### config.mk
export PLATFORM = sky130hd
export DESIGN_NAME = score_counter
export DESIGN_NICKNAME = d
export VERILOG_FILES = /design/src/rtl/score_pkg.sv /design/src/rtl/score_multiplier.sv /design/src/rtl/score_counter.sv
export SDC_FILE = /design/constraint.sdc
export NUM_CORES = 1
export LEC_CHECK = 0
export CAP_MARGIN = 10
export CORE_UTILIZATION = 54
export CTS_BUF_LIST = sky130_fd_sc_hd__clkbuf_4 sky130_fd_sc_hd__clkbuf_8 sky130_fd_sc_hd__clkbuf_16
export DETAILED_ROUTE_END_ITERATION = 6
export GPL_TIMING_DRIVEN = 0
export MAX_ROUTING_LAYER = met4
export PLACE_DENSITY = 0.79
export SYNTH_ARGS = -nofsm -noshare
export SYNTH_HDL_FRONTEND = slang
export SYNTH_SLANG_ARGS = --single-unit
### constraint.sdc
create_clock -name clk -period 4.8 [get_ports clk]
set_clock_uncertainty 0.2 [all_clocks]
set_input_delay 0.48 -clock clk [delete_from_list [all_inputs] [get_ports clk]]
set_output_delay 0.48 -clock clk [all_outputs]
set_load 0.1 [all_outputs]
### src/rtl/score_pkg.sv
// Shared constants for the score counter: saturation ceiling, combo tiers and
// the points awarded per tier.
package score_pkg;

    localparam int MAX_SCORE_DEF = 9999;
    localparam int COMBO_W       = 7;
    localparam int POINTS_W      = 3;

    localparam logic [COMBO_W-1:0] TIER1_MIN = 7'd10;
    localparam logic [COMBO_W-1:0] TIER2_MIN = 7'd20;
    localparam logic [COMBO_W-1:0] TIER3_MIN = 7'd50;

    localparam logic [POINTS_W-1:0] MULT_T0 = 3'd1;
    localparam logic [POINTS_W-1:0] MULT_T1 = 3'd2;
    localparam logic [POINTS_W-1:0] MULT_T2 = 3'd3;
    localparam logic [POINTS_W-1:0] MULT_T3 = 3'd5;

    typedef enum logic [1:0] {
        TIER_0,
        TIER_1,
        TIER_2,
        TIER_3
    } tier_e;

    function automatic tier_e tier_of(input logic [COMBO_W-1:0] combo);
        tier_e t;
        t = TIER_0;
        if (combo >= TIER3_MIN)      t = TIER_3;
        else if (combo >= TIER2_MIN) t = TIER_2;
        else if (combo >= TIER1_MIN) t = TIER_1;
        return t;
    endfunction

endpackage

### src/rtl/score_multiplier.sv
// Combinational tier lookup: maps the current combo count to the points a
// hit at that combo is worth.
module score_multiplier
    import score_pkg::*;
(
    input  logic [COMBO_W-1:0]  combo_i,
    output logic [POINTS_W-1:0] points_o
);

    tier_e tier;

    always_comb begin
        tier = tier_of(combo_i);
        unique case (tier)
            TIER_0:  points_o = MULT_T0;
            TIER_1:  points_o = MULT_T1;
            TIER_2:  points_o = MULT_T2;
            TIER_3:  points_o = MULT_T3;
            default: points_o = MULT_T0;
        endcase
    end

endmodule

### src/rtl/score_counter.sv
// Saturating score accumulator: awards tier points whenever the combo count
// rises, clamping at MAX_SCORE until the next reset.
module score_counter
    import score_pkg::*;
#(
    parameter  int MAX_SCORE   = MAX_SCORE_DEF,
    localparam int SCORE_WIDTH = $clog2(MAX_SCORE + 1)
) (
    input  logic                   clk,
    input  logic                   rst,
    input  logic [COMBO_W-1:0]     combo_count,
    output logic [SCORE_WIDTH-1:0] score_count
);

    // Sum is one bit wider than the score; for tiny ceilings it must still
    // hold the largest points value, so never narrower than POINTS_W + 1.
    localparam int SUM_W = ((SCORE_WIDTH > POINTS_W) ? SCORE_WIDTH : POINTS_W) + 1;
    localparam logic [SUM_W-1:0]       MAX_SUM = SUM_W'(MAX_SCORE);
    localparam logic [SCORE_WIDTH-1:0] MAX_VAL = SCORE_WIDTH'(MAX_SCORE);

    logic [COMBO_W-1:0]     prev_combo_q;
    logic [SCORE_WIDTH-1:0] score_q, score_d;
    logic [POINTS_W-1:0]    points;
    logic [SUM_W-1:0]       sum;
    logic                   hit;

    score_multiplier u_mult (
        .combo_i  (combo_count),
        .points_o (points)
    );

    // A drop or a repeat is a miss/idle cycle; only a rise earns points,
    // and a multi-step jump still earns a single award.
    always_comb begin
        hit     = (combo_count > prev_combo_q);
        sum     = SUM_W'(score_q) + SUM_W'(points);
        score_d = score_q;
        if (hit) begin
            score_d = (sum > MAX_SUM) ? MAX_VAL : sum[SCORE_WIDTH-1:0];
        end
    end

    always_ff @(posedge clk) begin
        if (!rst) begin
            prev_combo_q <= '0;
            score_q      <= '0;
        end else begin
            prev_combo_q <= combo_count;
            score_q      <= score_d;
        end
    end

    assign score_count = score_q;

endmodule

==> results of run 1 <==
==> Yosys cell counts, types with 2 or more instances <==
cell and instances:
dfxtp_1 21, and2_1 12, ha_1 12, inv_1 12
nor3_1 12, nor2_1 9, a21oi_1 7, nand3_1 7
o21ai_0 7, xnor2_1 6, a211oi_1 5, nand2_1 5
a31oi_1 3, and3_2 3, nor2b_1 3, o211a_1 3
a211o_1 2, a311oi_1 2, and3_1 2, clkbuf_1 2
nand4_1 2, nor4_2 2, o211ai_2 2, xor2_1 2
==> worst max path at each step <==
stage | slack, ps | to | start
after floorplan | 1100 | score_count[5] | combo_count[3]
after global placement | 300 | score_count[5] | combo_count[3]
after detailed placement | 240 | score_count[5] | combo_count[3]
after CTS | 560 | score_count[7] | combo_count[3]
after global routing | 310 | score_count[7] | combo_count[3]
final | 530 | score_count[7] | combo_count[3]
==> cell families after synthesis <==
kind of cell	share of synthesized area, %
and+or+nand+nor	27.2
AOI/OAI and AO/OA	24.2
DFF	26.9
buffers and inverters	6.32
adders and majority gates	10.9
xor gates and xnor gates	4.48
==> where the power goes <==
group	switching (mW)	internal, mW	leakage [nW]
Clock	0.0535	0.0381	0.0184
Sequential	0.00667	0.184	0.172
Combinational	0.126	0.0627	0.553
Total	0.186	0.285	0.743
==> state kept, by name (all words and copies together) (netlist names) <==
register and count:
prev_combo_q 7, score_count 14
==> layer usage <==
metal,vias up,global-route usage (%),share of wire [%]
met4,0,8.93,1.9
met2,51,34.8,44
li1,715,-,-
met1,691,35.8,48
met5,-,-,0
met3,6,2.33,5.9
==> layout make-up <==
type	count	area [um2]
Buffer	7	53.8
Clock buffer	4	30.0
Fill cell	227	906
Inverter	12	45.0
Multi-Input combinational cell	138	1040
Sequential cell	21	420
Tap cell	31	38.8
Timing Repair Buffer	22	220
==> impl_metrics.py, run 1 <==
metrics = {
    "detailed_routing": {
        "drcViolationCount": 0,
        "wl_mm": 3.61,
        "vias": 1463,
        "ant_nets": 0,
        "drt-wirelength-per-cell_um": 15.3,
        "viasPerCell": 6.23,
        "initialDrtViolationCount": 46,
        "dr.pass1.iters": 4,
    },
    "floorplan": {
        "core_area_um2": 2760,
        "placementRows": 19,
        "die_h_um": 55.8,
        "ioPinCount": 23,
        "design.die.area_um2": 3110,
        "die_w_um": 55.8,
        "start_util_pct": 56.7,
    },
    "worst_setup_path": {
        "crit-reg2reg-launch": "score_count[0]",
        "crit_chain": "clkdlybuf4s50_1 -> or2_2 -> nor2_1 -> a211oi_1 -> o21bai_1 -> ha_1 -> inv_1 -> ha_1 -> fa_1 -> a21oi_1 -> nor3_1 -> a211oi_1 -> o211ai_2 -> a21oi_4 -> nor2_2 -> o211a_1",
        "r2r_slack_ps": 1800,
        "cp_data_arrival_time_ps": 4280,
        "slowest_stage": "clkdlybuf4s50_1",
        "cp_data_required_time_ps": 4810,
        "cp-end-kind": "flop",
        "path_class": "in2reg",
        "timing.rr.end": "score_count[7]",
        "max_stage_delay_ps": 500,
        "cp_num_buf_inv": 2,
        "worstPathMaxFanout": 10,
        "crit_family": "compound AO/OA/AOI/OAI gates",
        "reg2reg_depth": 9,
        "worst-path-stages": 16,
        "startpoint_type": "input pin",
    },
    "timing": {
        "tightest_slew_ps": 981,
        "whs_ps": 357,
        "slew_headroom_pct": 34.4,
        "timing.final.ws_setup_ps": 528,
        "drv_slew": 0,
        "timing.final.crit_share_pct": 89.0,
        "max_clock_freq_mhz": 234,
        "rsz0062_at_grt": "no",
        "setup_viol": 0,
        "period_needed_ps": 4270,
        "hold_viol_final": 0,
        "tns_ps": 0,
    },
    "pwr": {
        "ir_drop_uv": 291,
        "power_mw": 0.471,
        "p_leak_nw": 0.743,
        "p_per_area_nw_per_um2": 255,
    },
    "clock_tree": {
        "htree_levels": 1,
        "cts_tree": "yes",
        "path_clk_slew_ps": 110,
        "cts_hold_buf": 0,
        "cts_buffers": 3,
        "clkLatencyLatePin_ps": 310,
        "cts-resized-gates": 0,
        "cts.sinks": 21,
        "clk_path_buf_depth": 2,
        "root_buffer": "clkbuf_4",
        "post-cts-setup-buffer-count": 0,
    },
    "synth": {
        "yosysWarnings": 0,
        "async_flop_share_pct": 0,
        "synth-edff-count": 0,
        "synth_area_per_cell_um2": 8.78,
        "ys_ff_latch": 21,
        "synth_largest_area_cell": "dfxtp_1",
        "synth.net_count": 200,
        "synth_cell_type_count": 59,
        "ys.flop_type": "dfxtp_1",
        "synth_cells": 178,
        "synth_area_leaders": "dfxtp_1, ha_1, and2_1, nor3_1, xnor2_1",
        "synth_top_area_share_pct": 26.9,
        "syn_area_um2": 1560,
        "synth-seq-area-share_pct": 26.9,
    },
    "layout": {
        "area_growth_pct": 18.5,
        "drive_gt1_share_pct": 12.3,
        "fin_nets": 227,
        "diodes": 0,
        "final_cell_mix": "clkdlybuf4s50_1, dfxtp_1",
        "instances_no_fill": 235,
        "stdcell_area_um2": 1850,
        "final_core_util_pct": 67.2,
        "final_common_cell": "clkdlybuf4s50_1",
    },
    "min_path": {
        "min_path_type": "reg2reg",
        "hold-path-endpoint": "score_count[10]",
        "hp-start": "score_count[10]",
        "hold_depth": 1,
    },
    "grt": {
        "grt_overflow": 0,
        "antenna_found_initial": 0,
        "grt_use_total_pct": 24.4,
        "grt_max_degree": 12,
        "grt_pass1_vias": 1262,
        "grt_pass1_wl_mm": 5.90,
    },
    "placement": {
        "dp.cells": 231,
        "place_area_um2": 1820,
        "dpl.hpwl_mm": 2.74,
        "dpl_worst_slack_ps": 240,
        "portBuffers": 22,
        "gp_congestion": 0.910,
    },
    "outcome": {
        "status": "complete, no violations",
    },
    "run": {
        "maxCapViolations": 0,
    },
}
No activity file was read; power rests on OpenSTA's default activity.
==> inputs of run 2 (changes only) <==
Settings changed: CORE_UTILIZATION 54 to 58, PLACE_DENSITY 0.79 to 0.85.
Clock period 4.8 ns to 5.5 ns, I/O delays scaled along.
==> run 2 against run 1 <==
Net effect: combinational power down 13%; register-to-register slack improved by 670 ps; first-iteration DRC count decreased by 8.7%; non-clock buffer count stayed put; final area hardly changed; die area shrank 6.7%; global-route usage grew 6.8 points.
==> impl_metrics.py, run 2 (synthesis results as in run 1) <==
metrics = {
    "outcome": {
        "status": "complete, no violations",
    },
    "layout": {
        "final_common_cell": "clkdlybuf4s50_1",
        "multi_input_area_um2": 1040,
        "fin_nets": 227,
        "final_core_util_pct": 73.4,
        "final_cell_mix": "clkdlybuf4s50_1, dfxtp_1",
        "diodes": 0,
        "area_growth_pct": 18.4,
        "largest_register_ffs": 14,
        "drive_gt1_share_pct": 12.3,
        "regArea_um2": 420,
        "nFillCells": 215,
    },
    "worst_setup_path": {
        "cp-end-kind": "flop",
        "cp_data_required_time_ps": 5520,
        "path_class": "in2reg",
        "worstPathMaxFanout": 10,
        "startpoint_type": "input pin",
        "cp_data_arrival_time_ps": 4370,
    },
    "timing": {
        "setup_viol": 0,
        "slew_headroom_pct": 34.3,
        "whs_ps": 357,
        "max_clock_freq_mhz": 230,
        "timing.final.crit_share_pct": 79.1,
        "timing.final.ws_setup_ps": 1150,
        "tightest_slew_ps": 983,
        "period_needed_ps": 4350,
        "hold_viol_final": 0,
        "rsz0062_at_grt": "no",
        "drv_slew": 0,
        "tns_ps": 0,
    },
    "detailed_routing": {
        "drcViolationCount": 0,
        "vias": 1467,
        "dr.pass1.iters": 4,
        "drt-wirelength-per-cell_um": 16.2,
        "wl_mm": 3.79,
        "viasPerCell": 6.27,
        "ant_nets": 0,
        "initialDrtViolationCount": 42,
    },
    "clock_tree": {
        "post-cts-setup-buffer-count": 0,
        "path_clk_slew_ps": 130,
        "htree_levels": 1,
        "cts.sinks": 21,
        "cts_buffers": 3,
        "clk_path_buf_depth": 2,
        "clkLatencyLatePin_ps": 320,
        "cts-resized-gates": 0,
        "cts_tree": "yes",
        "cts_hold_buf": 0,
        "root_buffer": "clkbuf_4",
    },
    "grt": {
        "antenna_found_initial": 0,
        "grt_pass1_vias": 1364,
        "grt_pass1_wl_mm": 6.21,
        "use_met1_pct": 39.9,
        "met2_usage_pct": 47.3,
        "grt.busiest_layer": "met2",
        "grtUsageMet3_pct": 7.06,
        "grt_max_degree": 12,
        "grt_use_total_pct": 31.2,
        "grt_overflow": 0,
    },
    "floorplan": {
        "ioPinCount": 23,
        "die_h_um": 53.9,
        "placementRows": 18,
        "die_w_um": 53.9,
        "design.die.area_um2": 2910,
        "core_area_um2": 2520,
        "start_util_pct": 62.0,
    },
    "placement": {
        "dpl.hpwl_mm": 2.84,
        "portBuffers": 22,
        "dpl_worst_slack_ps": 827,
        "gp_congestion": 0.947,
    },
    "min_path": {
        "min_path_type": "reg2reg",
    },
    "pwr": {
        "p_int_mw": 0.249,
        "switching_share_pct": 40.4,
        "comb_power_share_pct": 39.5,
        "p_per_area_nw_per_um2": 226,
        "clock_power_share_pct": 20.5,
        "p_leak_nw": 0.743,
        "switchingPower_mw": 0.169,
        "ir_drop_uv": 231,
        "pwr-share-seq_pct": 40.0,
    },
    "run": {
        "maxCapViolations": 0,
    },
}
-- run 2: cell counts in the layout (fill, tap and decap cells not counted) --
Identical to the previous run, type by type.
-- run 2: metrics by stage --
| step | cells | power [mW] | area (um2) |
|---|---|---|---|
| final | 234 | 0.418 | 1850 |
| after detailed placement | 230 | 0.334 | 1820 |
| after global placement | 230 | 0.330 | 1820 |
| after CTS | 234 | 0.419 | 1850 |
| after global routing | 234 | 0.438 | 1850 |
| after floorplan | 178 | 0.294 | 1560 |
-- run 2: power by group through the flow --
stage,Sequential (mW),Combinational (mW),Clock [mW]
after detailed placement,0.170,0.163,0
after global routing,0.168,0.178,0.0912
after CTS,0.167,0.164,0.0874
final,0.167,0.165,0.0859
after floorplan,0.212,0.0824,0
after global placement,0.170,0.160,0
-- run 2: routing by layer --
layer / vias to the layer above / wire length [um]
met2: 56 / 1720
met4: 0 / 68
met5: - / 0
met1: 686 / 1770
met3: 6 / 232
li1: 719 / -
-- run 2: critical path, cell delays in order --
cell and delay (ps):
clkdlybuf4s50_1 490, or2_2 340, nor2_1 90, a211oi_1 60, o21bai_1 240, ha_1 190
inv_1 40, ha_1 240, fa_1 450, a21oi_1 370, nor3_1 90, a211oi_1 340
o211ai_2 170, a21oi_4 320, nor4_2 90, o31a_1 300
-- run 2: cell type report --
class                   instances  area share, %
multi-input cells             138           56.4
flip-flops and latches         21           22.7
inverters                      12           2.43
repair buffers                 22           11.9
well taps                      30           2.03
clock buffers                   4           1.62
plain buffers                   7           2.91
-- run 2: path summary, 6_finish.rpt --
| path | start | to | slack [ps] | cells past startpoint |
|---|---|---|---|---|
| worst max-delay path | combo_count[3] | score_count[5] | 1150 | 16 |
| worst min-delay path | score_count[10] | score_count[10] | 360 | 1 |
| worst min register to register | score_count[10] | score_count[10] | 360 | 1 |
| worst max register to register | score_count[0] | score_count[5] | 2470 | 9 |
